--- config.mk ---
export PLATFORM = sky130hd
export DESIGN_NAME = uart_rx
export DESIGN_NICKNAME = d
export VERILOG_FILES = /design/src/rtl/uart_pkg.sv /design/src/rtl/uart_sync2.sv /design/src/rtl/uart_rx.sv
export SDC_FILE = /design/constraint.sdc
export NUM_CORES = 1
export LEC_CHECK = 0
export ABC_AREA = 1
export CAP_MARGIN = 20
export CORE_MARGIN = 5
export CORE_UTILIZATION = 61
export DETAILED_ROUTE_END_ITERATION = 12
export GPL_TIMING_DRIVEN = 0
export PLACE_DENSITY = 0.79
export SYNTH_ARGS = -nofsm -noshare
export SYNTH_HDL_FRONTEND = slang
export SYNTH_SLANG_ARGS = --single-unit
--- constraint.sdc ---
create_clock -name clk -period 2 [get_ports clk]
set_input_delay 0.6 -clock clk [delete_from_list [all_inputs] [get_ports clk]]
set_output_delay 0.6 -clock clk [all_outputs]
set_load 0.01 [all_outputs]
--- src/rtl/uart_pkg.sv ---
// Shared UART definitions: receiver/transmitter FSM state encodings and the
// clocks-per-bit divider calculation.
package uart_pkg;

    typedef enum logic [2:0] {
        ST_IDLE      = 3'd0,
        ST_START     = 3'd1,
        ST_DATA      = 3'd2,
        ST_STOP      = 3'd3,
        ST_WAIT_HIGH = 3'd4
    } uart_state_e;

    // Integer clocks per bit; the fractional remainder is dropped.
    function automatic int unsigned calc_div(input int unsigned freq,
                                             input int unsigned rate);
        return freq / rate;
    endfunction

endpackage

--- src/rtl/uart_sync2.sv ---
// Two-flop synchronizer for a single asynchronous input; both flops take
// RST_VAL while reset is asserted.
module uart_sync2 #(
    parameter logic RST_VAL = 1'b1
) (
    input  logic clk,
    input  logic rst_n,
    input  logic d,
    output logic q
);

    logic meta_q;
    logic sync_q;

    always_ff @(posedge clk or negedge rst_n) begin
        if (!rst_n) begin
            meta_q <= RST_VAL;
            sync_q <= RST_VAL;
        end else begin
            meta_q <= d;
            sync_q <= meta_q;
        end
    end

    assign q = sync_q;

endmodule

--- src/rtl/uart_rx.sv ---
// 8N1 UART receiver: samples each bit at its midpoint using a down-counting
// bit timer, reports good bytes with o_vld and bad stop bits with o_ferr.
module uart_rx
    import uart_pkg::*;
#(
    parameter int unsigned FREQ = 50_000_000,
    parameter int unsigned RATE = 2_000_000
) (
    input  logic       clk,
    input  logic       rst_n,
    input  logic       i_rx,
    output logic [7:0] o_data,
    output logic       o_vld,
    output logic       o_ferr
);

    localparam int unsigned DIV   = calc_div(FREQ, RATE);
    localparam int unsigned TMR_W = $clog2(DIV);
    localparam logic [TMR_W-1:0] HALF_LOAD = TMR_W'(DIV / 2 - 1);
    localparam logic [TMR_W-1:0] FULL_LOAD = TMR_W'(DIV - 1);

    if (DIV < 4) begin : g_div_check
        $error("uart_rx: FREQ/RATE must be at least 4 clocks per bit");
    end

    logic rxs;

    uart_sync2 #(
        .RST_VAL(1'b1)
    ) u_sync (
        .clk  (clk),
        .rst_n(rst_n),
        .d    (i_rx),
        .q    (rxs)
    );

    uart_state_e      state_q, state_d;
    logic [TMR_W-1:0] tmr_q, tmr_d;
    logic [2:0]       idx_q, idx_d;
    logic [7:0]       shift_q, shift_d;
    logic [7:0]       data_q, data_d;
    logic             vld_q, vld_d;
    logic             ferr_q, ferr_d;
    logic             rxs_prev_q, rxs_prev_d;
    logic             tick;

    always_ff @(posedge clk or negedge rst_n) begin
        if (!rst_n) begin
            state_q    <= ST_IDLE;
            tmr_q      <= '0;
            idx_q      <= '0;
            shift_q    <= '0;
            data_q     <= '0;
            vld_q      <= 1'b0;
            ferr_q     <= 1'b0;
            rxs_prev_q <= 1'b1;
        end else begin
            state_q    <= state_d;
            tmr_q      <= tmr_d;
            idx_q      <= idx_d;
            shift_q    <= shift_d;
            data_q     <= data_d;
            vld_q      <= vld_d;
            ferr_q     <= ferr_d;
            rxs_prev_q <= rxs_prev_d;
        end
    end

    always_comb begin
        state_d    = state_q;
        tmr_d      = tmr_q;
        idx_d      = idx_q;
        shift_d    = shift_q;
        data_d     = data_q;
        vld_d      = 1'b0;
        ferr_d     = 1'b0;
        rxs_prev_d = rxs;
        tick       = (tmr_q == '0);

        // The timer only runs while a frame is being sampled.
        if (state_q == ST_START || state_q == ST_DATA || state_q == ST_STOP) begin
            tmr_d = tick ? FULL_LOAD : tmr_q - 1'b1;
        end

        case (state_q)
            ST_IDLE: begin
                if (rxs_prev_q && !rxs) begin
                    state_d = ST_START;
                    tmr_d   = HALF_LOAD;
                end
            end
            ST_START: begin
                if (tick) begin
                    if (!rxs) begin
                        state_d = ST_DATA;
                        idx_d   = '0;
                    end else begin
                        state_d = ST_IDLE;
                    end
                end
            end
            ST_DATA: begin
                if (tick) begin
                    shift_d[idx_q] = rxs;
                    if (idx_q == 3'd7) begin
                        state_d = ST_STOP;
                    end else begin
                        idx_d = idx_q + 3'd1;
                    end
                end
            end
            ST_STOP: begin
                // Leave at mid-stop-bit so a back-to-back start edge is caught.
                if (tick) begin
                    if (rxs) begin
                        data_d  = shift_q;
                        vld_d   = 1'b1;
                        state_d = ST_IDLE;
                    end else begin
                        ferr_d  = 1'b1;
                        state_d = ST_WAIT_HIGH;
                    end
                end
            end
            ST_WAIT_HIGH: begin
                if (rxs) begin
                    state_d = ST_IDLE;
                end
            end
            default: state_d = ST_IDLE;
        endcase
    end

    assign o_data = data_q;
    assign o_vld  = vld_q;
    assign o_ferr = ferr_q;

endmodule

Yosys cells after proc, flatten, opt, wreduce, memory -nomap -nowiden
Cells that the tools add are included.
{ "totals": {"regBits": 32, "in_bits": 3, "out_inout_bits": 10, "word_cells": 66} }
{ "op_classes": {"addsub": 2, "order_cmp": 2, "n_eq_ne": 13, "muxes": 27, "n_reduce_logical": 12} }
{ "op_table": {"columns": ["cell", "n"], "rows": [
  ["two-way mux 3 bit", 11],
  ["two-way mux 5 bit", 4],
  ["case mux 3 bit (5 select lines)", 1],
  ["inequality test 2 bit (second input constant)", 6],
  ["bitwise mux 8 bit", 1],
  ["two-way mux 1 bit", 7],
  ["== test 3 x 2 -> 1 bit (second input constant)", 2],
  ["== test 3 bit (second input constant)", 2],
  ["case mux 3 bit (2 select lines)", 1],
  ["AND reduction 6 bit", 1],
  ["zero test 5 bit", 1],
  ["AND reduction 5 bit", 1],
  ["subtractor 5 x 1 -> 5 bit (second input constant)", 1],
  ["< comparator 3 x 4 -> 1 bit (second input constant)", 1],
  ["inequality test 2 x 1 -> 1 bit (second input constant)", 2],
  ["adder 3 x 1 -> 3 bit (second input constant)", 1],
  ["demux 1 bit (select 3 bit)", 1],
  ["== test 3 x 1 -> 1 bit (second input constant)", 1],
  ["greater-or-equal comparator 3 x 1 -> 1 bit (second input constant)", 1],
  ["zero test 3 bit", 1],
  ["AND reduction 3 bit", 1],
  ["logical AND 1 bit", 2],
  ["logical OR 1 bit", 2],
  ["two-way mux 2 bit", 1],
  ["3 further kinds", 3]
]} }

Depth between registers and ports, before layout
Gate-level depths: netlist of run 1.
{ "logic_depth": {"ltp_word": 6, "depth_mapped": 8, "depth_no_buf": 8} }

Hierarchy
Synthesis of run 1 repeated with hierarchy kept, for this count alone.
{ "unflattened": {"hier_cells": 163, "hier_area_um2": 1442.6} }
{ "modules_own_cells": {"columns": ["module", "instances", "cells_per_inst", "area_each_um2", "seq_area_each_um2"], "rows": [
  ["uart_rx", 1, 161, 1390.1, 752.0],
  ["uart_sync2", 1, 2, 52.6, 52.6]
]} }

Least setup slack after synthesis of run 1
No wires, ideal clock.
{ "synth_timing": {"path_kind": "register to register", "from": "register tmr_q[0]", "to": "register shift_q[4]", "arrival_time_ps": 1221, "required_ps": 1883, "setup_slack_ps": 662, "path_stages_with_launch": 9, "path_buffers": 1, "path_cell_list": "dfrtp_1 -> inv_1 -> ha_1 -> nand3_4 -> nor2_8 -> buf_12 -> nand3_2 -> nand2_1 -> nand2_1"} }
{ "synth_via": {"elab_chain_cells": 2} }
{ "synth_rtl": {"columns": ["item", "line_no", "text"], "rows": [
  ["from (decl)", "uart_rx.sv:38", "logic [TMR_W-1:0] tmr_q, tmr_d;"],
  ["from (signal assigned)", "uart_rx.sv:59", "tmr_q <= tmr_d;"],
  ["zero test 5 bit", "uart_rx.sv:78", "tick = (tmr_q == '0);"],
  ["AND reduction 2 bit (no line)", null, null],
  ["to (signal assigned)", "uart_rx.sv:61", "shift_q <= shift_d;"],
  ["to (decl)", "uart_rx.sv:40", "logic [7:0] shift_q, shift_d;"]
]} }
No other way between the ends.
A chain may end at the register's enable or synchronous reset.

Worst setup path in the final report of run 1
{ "layout_timing": {"from": "register data_q[3] (netlist: o_data[3])", "to": "output o_data[3]"} }
{ "layout_lines": {"columns": ["item", "line_no", "text"], "rows": [
  ["from (decl)", "uart_rx.sv:41", "logic [7:0] data_q, data_d;"],
  ["from (signal assigned)", "uart_rx.sv:62", "data_q <= data_d;"],
  ["to (decl)", "uart_rx.sv:12", "output logic [7:0] o_data,"]
]} }
No word-level cell between the ends.

==> impl_metrics.ini, run 1 <==
[synthesis]
synth_edf_count = 0
synth_common_cells = nand2_1, dfrtp_1, inv_1, nor2_1, nand3_1
synth_most_common_cell = nand2_1
synthTopCellsByArea = dfrtp_1, nand2_1, dfstp_2
avgSynthCellArea_um2 = 8.62
netlist_area_um2 = 1590
ys_ff_latch = 32
yosysUniqueCellTypes = 24
yosysSeqAreaShare_pct = 50.7
ys.flop_type = dfrtp_1
synth_top_area_cell = dfrtp_1
yosysWarningCount = 0
synth_top_area_share_pct = 45.8
syn_inst = 184
syn-num-nets = 190
async_flop_share_pct = 100

[timing]
rsz0062_at_grt = false
setup_viol = 0
finalHoldViolCount = 0
fmax_mhz = 545
skew_ns = 0.00742
setup_ws_ns = 0.166
fin_crit_sh_pct = 91.7
worst_pin_slew_ns = 0.573
maxSlewViolCount = 0
period_minus_slack_ns = 1.83
relSlewSlack_pct = 61.7
whs_ns = 0.369

[die]
core_area_um2 = 2480
die_h_um = 61.0
start_util_pct = 64.0
dieArea_um2 = 3720
boundaryPins = 13
rows = 18
dieWidth_um = 61.0

[finish]
fin_nets = 210
drive_gt1_share_pct = 14.6
area_growth_pct = 14.8
antennaDiodeCount = 0
finalNonFillerCells = 235

[setup_path]
cp.arrival_ns = 1.23
cp.required_ns = 1.40
cp_num_buf_inv = 1
crit_chain = clkdlybuf4s50_1
criticalPathCategory = reg2out
endpoint_kind = output pin
cp_slowest_stage_delay_ns = 0.54
slowest_stage = clkdlybuf4s50_1
setup.worst_path.start_class = flop
cpLargestDelayFamily = buffers and inverters
path_max_fanout = 2

[place]
place_ws_ns = 0.353
dp.cells = 227
place.gp.congestion = 0.780
hpwl_um = 2180
io_buffers = 12

[clocking]
post-cts-setup-buffers = 0
clk-insertion-delay-late_ns = 0.33
cts_tree = yes
hold_buffers = 0
cts.repair.resized = 0
root_buffer = clkbuf_4
clock-sinks = 32
htreeDepth = 2
clkTransAtPathRegs_ns = 0.10
cts_buffers = 5
clock_path_buffers = 2

[power]
p_per_area_nw_per_um2 = 1030
power_leakage_nw = 0.960
max-vdd-ir-drop_mv = 0.937

[job]
maxCapViolCount = 0

[drt]
firstDrtPassIters = 4
routed_wl_um = 2910
wire_per_inst_um = 12.4
ant_nets = 0
drt_iter0_drc = 64
dr_total_vias = 1262
viasPerCell = 5.37
drt_drc_violations_left = 0

[global_routing]
grt_max_degree = 22
grt.overflow.total = 0
grtUsageTotal_pct = 19.1
grt_pass1_vias = 1155
grt_pass1_wl_um = 5080
antenna_found_initial = 0

[status]
status = complete, no violations

[min_path]
hp-class = reg2reg
==> area by class of cell <==
cell class / count / area [um2]
sequential: 32 / 805
multi-input combinational: 132 / 684
fill: 206 / 658
timing repair buffer: 13 / 135
inverter: 17 / 66.3
clock buffer: 6 / 51.3
tap: 30 / 37.5
buffer: 3 / 30.0
clock inverter: 2 / 10.0
==> layer usage <==
metal / vias up / wire [um] / share of wire, % / track usage (%)
met4: 0 / 40 / 1.4 / 6.50
met3: 7 / 171 / 5.9 / 6.81
met2: 25 / 1400 / 48 / 29.9
met5: - / 0 / 0 / 0
met1: 590 / 1300 / 45 / 24.6
li1: 640 / - / - / -
==> metrics by stage <==
step	cell area [um2]	setup TNS [ns]	power, mW	util [%]
global placement	1740	-6.07	1.45	70.4
global route	1820	0	2.01	73.4
floorplan	1590	0	1.35	-
CTS	1820	0	1.87	73.4
finish	1820	0	1.87	73.4
detailed placement	1760	0	1.50	71.0
==> report_power, final <==
part,internal [mW],switching [mW]
Sequential,0.741,0.107
Combinational,0.215,0.425
Clock,0.167,0.211
Total,1.12,0.744
==> state kept, by name, summed over array words and instances (netlist names) <==
signal / cells
tmr_q: 5
u_sync.meta_q: 1
o_data: 8
idx_q: 3
rxs_prev_q: 1
u_sync.q: 1
state_q: 3
o_ferr: 1
shift_q: 8
o_vld: 1
==> cell usage in the layout (no fill, tap or decap) <==
cell type,n
inv_4,1
nand2_2,1
nand4_1,12
clkdlybuf4s50_1,12
clkinv_2,2
inv_1,16
ha_1,3
buf_12,1
nor3_1,1
buf_2,2
nor2_2,3
buf_8,1
nor2_4,2
dfstp_2,3
nand3_4,1
nand2_4,2
dfrtp_1,29
clkbuf_4,5
nor2_8,1
nor2_1,16
a21oi_1,3
nand3_1,13
o21ai_0,2
xnor2_1,1
nand3b_1,1
nand2_1,65
xor2_1,1
nand3_2,4
clkbuf_8,1
==> path summary, 6_finish.rpt <==
check	start	endpoint	depth (start not counted)	slack, ns
setup / recovery	o_data[3]	o_data[3]	1	0.17
hold / removal	u_sync.meta_q	u_sync.q	0	0.37
hold reg to reg	u_sync.meta_q	u_sync.q	0	0.37
max in group asynchronous	rst_n	rxs_prev_q	2	0.75
min in group asynchronous	rst_n	idx_q[1]	1	0.63
setup reg to reg	tmr_q[0]	o_data[6]	8	0.51
==> cells by family (layout without fill, tap and decap cells) <==
| family | after synthesis | after routing | share of synthesized area (%) |
|---|---|---|---|
| xor gates and xnor gates | 2 | 2 | 1.11 |
| AOI/OAI and AO/OA | 5 | 5 | 1.58 |
| adders and majority gates | 3 | 3 | 2.37 |
| DFF | 32 | 32 | 50.8 |
| buffers and inverters | 20 | 41 | 6.08 |
| and+or+nand+nor | 122 | 122 | 38.1 |
Power figures use the tool's default switching activity.
==> run 2: changes to the inputs <==
CORE_UTILIZATION = 40   (was 61)
PLACE_DENSITY = 0.55   (was 0.79)
==> impl_metrics.ini, run 2 (synthesis gave the netlist of run 1 again) <==
[status]
status = complete, no violations

[clocking]
clock-sinks = 32
root_buffer = clkbuf_8
clk-insertion-delay-late_ns = 0.28
cts.repair.resized = 0
clock_path_buffers = 2
htreeDepth = 2
hold_buffers = 0
clkTransAtPathRegs_ns = 0.07
cts_tree = yes
cts_buffers = 5
post-cts-setup-buffers = 0

[setup_path]
path_max_fanout = 2
criticalPathCategory = reg2out
cp.arrival_ns = 1.17
setup.worst_path.start_class = flop
slowest_stage = clkdlybuf4s50_1
cp_num_buf_inv = 1
crit_chain = clkdlybuf4s50_1
cp_slowest_stage_delay_ns = 0.54
endpoint_kind = output pin
cp.required_ns = 1.40
cpLargestDelayFamily = buffers and inverters

[min_path]
hp-class = reg2reg

[power]
power_leakage_nw = 0.965
max-vdd-ir-drop_mv = 0.589
p_total_mw = 1.99
p_per_area_nw_per_um2 = 1070

[drt]
viasPerCell = 4.79
dr_total_vias = 1208
wire_per_inst_um = 11.7
routed_wl_um = 2950
drt_iter0_drc = 90
ant_nets = 0
drt_drc_violations_left = 0
firstDrtPassIters = 4

[timing]
fin_crit_sh_pct = 88.5
worst_pin_slew_ns = 0.711
period_minus_slack_ns = 1.77
finalHoldViolCount = 0
relSlewSlack_pct = 52.6
setup_ws_ns = 0.231
setup_viol = 0
rsz0062_at_grt = false
maxSlewViolCount = 0
skew_ns = 0.00366
fmax_mhz = 565

[finish]
register_area_um2 = 805
antennaDiodeCount = 0
multiInputGateArea_um2 = 684
area_growth_pct = 16.9
drive_gt1_share_pct = 14.7
fin_nets = 209
layout_commonest_cell = nand2_1
fillers = 382
final_cell_mix = nand2_1, dfrtp_1, nor2_1, inv_1, nand3_1

[place]
place.gp.congestion = 0.824
io_buffers = 12
place_ws_ns = 0.525
hpwl_um = 2140

[die]
core_area_um2 = 3740
start_util_pct = 42.3
dieWidth_um = 73.0
die_h_um = 73.0
rows = 22
dieArea_um2 = 5320
boundaryPins = 13

[global_routing]
grt.overflow.total = 0
grt_max_degree = 33
grtUsageTotal_pct = 12.9
grt_pass1_vias = 1163
antenna_found_initial = 0
grt_pass1_wl_um = 5220

[job]
maxCapViolCount = 0
run 2: cell count changes in the layout (fill, tap and decap cells not counted), sizes merged:
cell,change
clkdlybuf4s50,-1
run 2: cell type report:
cell class                      count  area share [%]
Timing Repair Buffer               12            6.21
Multi-Input combinational cell    132            36.9
Clock buffer                        6            4.46
Inverter                           17            3.58
Tap cell                           48            3.24
Sequential cell                    32            43.4
Buffer                              3            1.62
Clock inverter                      2           0.540
run 2: layer usage:
metal	GRT usage [%]	vias to the layer above	share of wire (%)
met5	0	-	0
met4	5.53	0	0.81
met3	4.13	2	3.9
met2	19.2	12	45
met1	17.0	566	50
li1	-	628	-
run 2: path summary, 6_finish.rpt:
kind / to / slack (ns) / cells past startpoint / from
setup / recovery: o_data[2] / 0.23 / 1 / o_data[2]
hold / removal: u_sync.q / 0.36 / 0 / u_sync.meta_q
setup reg to reg: shift_q[3] / 0.53 / 8 / tmr_q[0]
hold reg to reg: u_sync.q / 0.36 / 0 / u_sync.meta_q
max in group asynchronous: idx_q[0] / 1.18 / 1 / rst_n
min in group asynchronous: tmr_q[3] / 0.37 / 1 / rst_n
run 2: power by group:
part / total (mW) / leakage (nW) / switching, mW / internal, mW
logic: 0.632 / 0.491 / 0.420 / 0.212
clock network: 0.509 / 0.0510 / 0.234 / 0.274
registers: 0.848 / 0.423 / 0.106 / 0.743
run 2: stage by stage:
stage / cells / setup TNS, ns / instance area [um2] / hold slack [ns] / utilization, %
2_1_floorplan: 184 / 0 / 1590 / 0.304 / -
3_3_place_gp: 244 / -8.72 / 1770 / 0.347 / 47.2
3_5_place_dp: 244 / 0 / 1760 / 0.355 / 47.0
4_1_cts: 252 / 0 / 1850 / 0.365 / 49.5
5_1_grt: 252 / 0 / 1850 / 0.372 / 49.5
6_report: 252 / 0 / 1850 / 0.361 / 49.5
==> run 3: changes to the inputs <==
SKIP_CTS_REPAIR_TIMING = 1   (was not set)
==> results of run 3 <==
Same layout as run 2: the final DEF is identical, and so are final timing and power.
